## src/rtl/data_mem_arb_pkg.sv

```systemverilog
// Shared types for the data memory arbiter.
// Holds the FSM state enum and requester port indices.
package data_mem_arb_pkg;

  typedef enum logic [1:0] {
    IDLE   = 2'd0,
    ACCESS = 2'd1,
    RESP   = 2'd2
  } state_e;

  localparam logic PORT_CPU = 1'b0;
  localparam logic PORT_DBG = 1'b1;

endpackage

```

## src/rtl/rr_arbiter_2.sv

```systemverilog
// Two-way round-robin arbiter, purely combinational.
// Ports: en_i gate, valid_i {p1,p0}, last_grant_i, grant_o one-hot.
module rr_arbiter_2 (
  input  logic       en_i,
  input  logic [1:0] valid_i,
  input  logic       last_grant_i,
  output logic [1:0] grant_o
);

  always_comb begin
    grant_o = 2'b00;
    if (en_i) begin
      unique case (valid_i)
        2'b01:   grant_o = 2'b01;
        2'b10:   grant_o = 2'b10;
        // tie: the port not served last time wins
        2'b11:   grant_o = last_grant_i ? 2'b01 : 2'b10;
        default: grant_o = 2'b00;
      endcase
    end
  end

endmodule

```

## src/rtl/data_mem_arbiter.sv

```systemverilog
// Two-port round-robin sequencer for the single-port data memory.
// Ports: m0/m1 req+rsp handshakes, mem_* strobes/data, clk, rst_n.
module data_mem_arbiter
  import data_mem_arb_pkg::*;
#(
  parameter int DATA_WIDTH = 32,
  parameter int ADDR_WIDTH = 32,
  parameter int MEM_SIZE   = 6
) (
  input  logic                  clk,
  input  logic                  rst_n,
  input  logic                  m0_req_valid,
  output logic                  m0_req_ready,
  input  logic                  m0_req_write,
  input  logic [ADDR_WIDTH-1:0] m0_req_addr,
  input  logic [DATA_WIDTH-1:0] m0_req_wdata,
  output logic                  m0_rsp_valid,
  input  logic                  m0_rsp_ready,
  output logic [DATA_WIDTH-1:0] m0_rsp_rdata,
  output logic                  m0_rsp_err,
  input  logic                  m1_req_valid,
  output logic                  m1_req_ready,
  input  logic                  m1_req_write,
  input  logic [ADDR_WIDTH-1:0] m1_req_addr,
  input  logic [DATA_WIDTH-1:0] m1_req_wdata,
  output logic                  m1_rsp_valid,
  input  logic                  m1_rsp_ready,
  output logic [DATA_WIDTH-1:0] m1_rsp_rdata,
  output logic                  m1_rsp_err,
  output logic [ADDR_WIDTH-1:0] mem_address,
  output logic [DATA_WIDTH-1:0] mem_writeData,
  output logic                  mem_memWrite,
  output logic                  mem_memRead,
  input  logic [DATA_WIDTH-1:0] mem_readData
);

  state_e                state_q, state_d;
  logic                  last_grant_q, last_grant_d;
  logic                  owner_q, owner_d;
  logic                  wr_q, wr_d;
  logic [ADDR_WIDTH-1:0] addr_q, addr_d;
  logic [DATA_WIDTH-1:0] wdata_q, wdata_d;
  logic [DATA_WIDTH-1:0] rdata_q, rdata_d;
  logic                  err_q, err_d;

  logic [1:0] grant;
  logic       accept;
  logic       in_range;
  logic       own_rdy;
  logic       sel0, sel1;

  rr_arbiter_2 u_arb (
    .en_i         (state_q == IDLE),
    .valid_i      ({m1_req_valid, m0_req_valid}),
    .last_grant_i (last_grant_q),
    .grant_o      (grant)
  );

  assign accept   = |grant;
  assign in_range = (addr_q >> MEM_SIZE) == '0;
  assign own_rdy  = (owner_q == PORT_DBG) ? m1_rsp_ready
                                          : m0_rsp_ready;

  always_ff @(posedge clk) begin
    if (!rst_n) state_q <= IDLE;
    else        state_q <= state_d;
  end

  always_comb begin
    state_d = state_q;
    unique case (state_q)
      IDLE:    if (accept) state_d = ACCESS;
      ACCESS:  state_d = RESP;
      RESP:    if (own_rdy) state_d = IDLE;
      default: state_d = IDLE;
    endcase
  end

  always_comb begin
    m0_req_ready = grant[0];
    m1_req_ready = grant[1];
    mem_memRead  = 1'b0;
    mem_memWrite = 1'b0;
    if (state_q == ACCESS && in_range) begin
      mem_memWrite = wr_q;
      mem_memRead  = !wr_q;
    end
    sel0 = (state_q == RESP) && (owner_q == PORT_CPU);
    sel1 = (state_q == RESP) && (owner_q == PORT_DBG);
    m0_rsp_valid = sel0;
    m1_rsp_valid = sel1;
    m0_rsp_rdata = sel0 ? rdata_q : '0;
    m1_rsp_rdata = sel1 ? rdata_q : '0;
    m0_rsp_err   = sel0 & err_q;
    m1_rsp_err   = sel1 & err_q;
  end

  assign mem_address   = addr_q;
  assign mem_writeData = wdata_q;

  always_comb begin
    last_grant_d = last_grant_q;
    owner_d      = owner_q;
    wr_d         = wr_q;
    addr_d       = addr_q;
    wdata_d      = wdata_q;
    rdata_d      = rdata_q;
    err_d        = err_q;
    if (accept) begin
      owner_d      = grant[1] ? PORT_DBG : PORT_CPU;
      last_grant_d = owner_d;
      wr_d    = grant[1] ? m1_req_write : m0_req_write;
      addr_d  = grant[1] ? m1_req_addr  : m0_req_addr;
      wdata_d = grant[1] ? m1_req_wdata : m0_req_wdata;
    end
    if (state_q == ACCESS) begin
      rdata_d = (in_range && !wr_q) ? mem_readData : '0;
      err_d   = !in_range;
    end
  end

  always_ff @(posedge clk) begin
    if (!rst_n) begin
      last_grant_q <= PORT_DBG;
      owner_q      <= PORT_CPU;
      wr_q         <= 1'b0;
      addr_q       <= '0;
      wdata_q      <= '0;
      rdata_q      <= '0;
      err_q        <= 1'b0;
    end else begin
      last_grant_q <= last_grant_d;
      owner_q      <= owner_d;
      wr_q         <= wr_d;
      addr_q       <= addr_d;
      wdata_q      <= wdata_d;
      rdata_q      <= rdata_d;
      err_q        <= err_d;
    end
  end

endmodule

```

## config.mk

```make
export PLATFORM = sky130hd
export DESIGN_NAME = data_mem_arbiter
export DESIGN_NICKNAME = d
export VERILOG_FILES = /design/src/rtl/data_mem_arb_pkg.sv /design/src/rtl/rr_arbiter_2.sv /design/src/rtl/data_mem_arbiter.sv
export SDC_FILE = /design/constraint.sdc
export NUM_CORES = 1
export LEC_CHECK = 0
export ABC_AREA = 1
export BUFFER_PORTS_ARGS = -buffer_cell sky130_fd_sc_hd__buf_2
export CAP_MARGIN = 20
export CORE_ASPECT_RATIO = 1.25
export CORE_UTILIZATION = 35
export CTS_CLUSTER_DIAMETER = 120
export CTS_CLUSTER_SIZE = 20
export DETAILED_ROUTE_END_ITERATION = 6
export PLACE_DENSITY = 0.71
export SYNTH_ARGS = -nofsm -noshare
export SYNTH_HDL_FRONTEND = slang
export SYNTH_HIERARCHICAL = 1
export SYNTH_SLANG_ARGS = --single-unit
```

## constraint.sdc

```tcl
create_clock -name clk -period 3.4 [get_ports clk]
set_clock_uncertainty 0.05 [all_clocks]
set_input_delay 0 -clock clk [delete_from_list [all_inputs] [get_ports clk]]
set_output_delay 0 -clock clk [all_outputs]
set_load 0.01 [all_outputs]
```

==> flow_summary.toml <==
[outcome]
status = "complete, no violations"

[cts]
cts_sinks = 102
cts_root_buf = "clkbuf_16"
cts_tree = "done"
post-cts-setup-buffer-count = 0
htree_levels = 3
clk_latency_ps = 340
ctsResizeCount = 0
clk_pin_slew_worst_paths_ps = 70
cts_buffers = 9
clk_path_buf_depth = 2
hold_buffers = 166

[hold_path]
hold_path.class = "input pin to flip-flop"
hold_start = "m1_req_valid"

[setup_path]
r2r_slack_ps = 620
worst_setup_path_end_kind = "flip-flop"
critPathLaunchType = "flip-flop"
required_ps = 3630
r2r_end = "wr_q"
r2r-start = "state_q[1]"
startpoint = "state_q[1]"
max_stage_delay_ps = 580
r2r_cells = 11
critical_path_class = "flip-flop to flip-flop"
worstSetupEndpoint = "wr_q"
cp_max_fo = 66
cp_cell_sequence = "nor2_1 > nand2_1 > a21oi_4 > buf_4 > nor2_4 > buf_4 > inv_1 > o211ai_1 > dlygate4sd3_1 > nand2_1 > inv_1"
cp.arrival_ps = 3010
crit_slowest_cell = "dlygate4sd3_1"

[die]
die_x_microns = 110.6
fp.coreArea_sq_um = 14410
die_y_microns = 137.7
rows = 49
die_area_sq_um = 15220
io_pins = 304
initial_core_util = 0.3579

[timing]
period_share = 0.8169
rsz0062_at_grt = "no"
drv_slew = 0
setup_viol = 0
tns_ps = 0
slew_headroom = 0.3521
period_minus_slack_ps = 2778
worstMarginPinSlew_ps = 965.9
hold_violations = 0
max_freq_mhz = 360.0

[logic_synthesis]
yosysWarnings = 6
yosysUniqueCellTypes = 25
synth-seq-area-share = 0.3960
synth_area_sq_um = 5156
synth-seq-cells = 102
syn_inst = 791
syn_nets = 959
avgSynthCellArea_sq_um = 6.519

[global_routing]
track_usage = 0.2288
grt_overflow_total = 0
grt_max_degree = 68
antenna_found_initial = 0
grt_pass1_wl_microns = 28370
grt_pass1_vias = 6181

[drt]
dr.first_iter.drc_count = 242
antenna_left = 0
viasPerCell = 4.551
vias = 6453
wl_per_cell_microns = 12.81
first_pass_iters = 4
drc_errors = 0
routed_wl_microns = 18160

[cells_and_area]
nets = 1402
n_fill_cell = 1233
synthToLayoutAreaGrowth_pct = 70.08
final_layout_size_suffix_gt1_frac = 0.3188
final_util = 0.6087

[power_and_ir_drop]
peakVddDrop_uv = 284.4
p_per_area_nw_per_um2 = 443.9
p_leak_nw = 4.669

[run]
maxCapViolCount = 0

[placed_design]
hpwl_microns = 10920
gp_congestion = 0.7372
place.port_buffers = 303
## cell families after synthesis
group / synth area share
AO/OA/AOI/OAI: 0.05945
flip-flops: 0.3960
buffers and inverters: 0.1225
AND/OR/NAND/NOR: 0.4220
## cell usage after synthesis
library cell / instances / area [sq um]
nand2_1: 304 / 1141
inv_1: 105 / 394.1
dfxtp_1: 102 / 2042
nor2_1: 83 / 311.6
nand3_1: 71 / 355.3
a21oi_2: 29 / 254.0
nand3_2: 29 / 290.3
clkbuf_1: 24 / 90.09
buf_2: 13 / 65.06
a21oi_1: 6 / 30.03
buf_1: 5 / 18.77
clkinv_1: 3 / 11.26
a211oi_1: 2 / 15.01
buf_8: 2 / 30.03
nor2_2: 2 / 12.51
nor3_1: 2 / 10.01
and2_0: 1 / 6.260
buf_4: 1 / 7.510
buf_6: 1 / 11.26
inv_2: 1 / 3.750
nand2_4: 1 / 11.26
nand4_1: 1 / 6.260
nor2_4: 1 / 11.26
nor2_8: 1 / 20.02
o211ai_1: 1 / 7.510
## power by group
group,total (mW),switching [mW],internal (mW)
Clock,1.14,0.456,0.686
Combinational,1.34,0.688,0.656
Sequential,1.41,0.0863,1.32
## stage by stage
stage | worst slack (ps) | cells | instance area (sq um) | total power, mW | hold WS (ps)
after CTS | 644.0 | 1417 | 8767 | 3.899 | 62.01
after global placement | 1093 | 1234 | 6751 | 2.367 | 212.7
after global routing | 343.8 | 1417 | 8767 | 4.125 | 102.5
after floorplan | 1608 | 791 | 5156 | 2.017 | 54.40
after detailed placement | 1198 | 1235 | 6771 | 2.384 | 215.4
final | 622.4 | 1418 | 8770 | 3.893 | 85.96
## worst max-delay path: cells and delay by family (launching register included)
kind / cells / cell delay, ps
DFF: 1 / 400
buffers and inverters: 5 / 1620
AOI/OAI and AO/OA: 2 / 250
and+or+nand+nor: 4 / 410
## state kept, by name, summed over array words and instances, names as in the netlist
signal	cells
last_grant_q	1
wr_q	1
err_q	1
rdata_q	32
mem_writeData	32
mem_address	32
state_q	2
owner_q	1
## final cells by class
type / instances / area (sq um) / share of cell area
timing repair buffer: 478 / 3258 / 0.3715
multi-input combinational: 534 / 2501 / 0.2852
sequential: 102 / 2042 / 0.2328
inverter: 109 / 409.1 / 0.04665
clock buffer: 11 / 252.7 / 0.02882
tap: 178 / 222.7 / 0.02540
clock inverter: 5 / 81.33 / 0.009274
antenna: 1 / 2.502 / 0.0002853
## routing by layer
metal / global-route usage / routed length, microns / up-vias
li1: - / - / 3271
met1: 0.2530 / 7334 / 2881
met2: 0.4124 / 9438 / 256
met3: 0.04136 / 855 / 45
met4: 0.1348 / 531 / 0
met5: 0 / 0 / -
## worst min-delay path by stage
stage,to,slack [ps],cells past startpoint
after floorplan,m0_req_ready,50,1
after global placement,rdata_q[8],210,3
after detailed placement,rdata_q[26],220,3
after CTS,owner_q,60,5
after global routing,owner_q,100,5
final,owner_q,90,5
## placed cells by master, fill, tap and decap left out
cell type,synthesis,routed
buf_12,0,1
nand2_1,304,304
nand4_1,1,1
nand3_1,71,71
a211oi_1,2,2
clkbuf_8,0,2
nand2_4,1,1
diode_2,0,1
a21oi_1,6,5
clkinv_1,3,3
nor2_1,83,82
nor2_4,1,2
clkinvlp_4,0,1
clkbuf_16,0,9
nor3_1,2,2
buf_4,1,8
buf_2,13,303
nand3_2,29,29
dlygate4sd3_1,0,166
nor2_8,1,1
clkinv_2,0,1
bufinv_16,0,2
clkinv_4,0,1
o211ai_1,1,1
inv_1,105,104
dfxtp_1,102,102
a21oi_2,29,29
nor2_2,2,2
and2_0,1,1
a21oi_4,0,1
inv_2,1,2
Note: power is estimated with default switching activity, not from simulation.
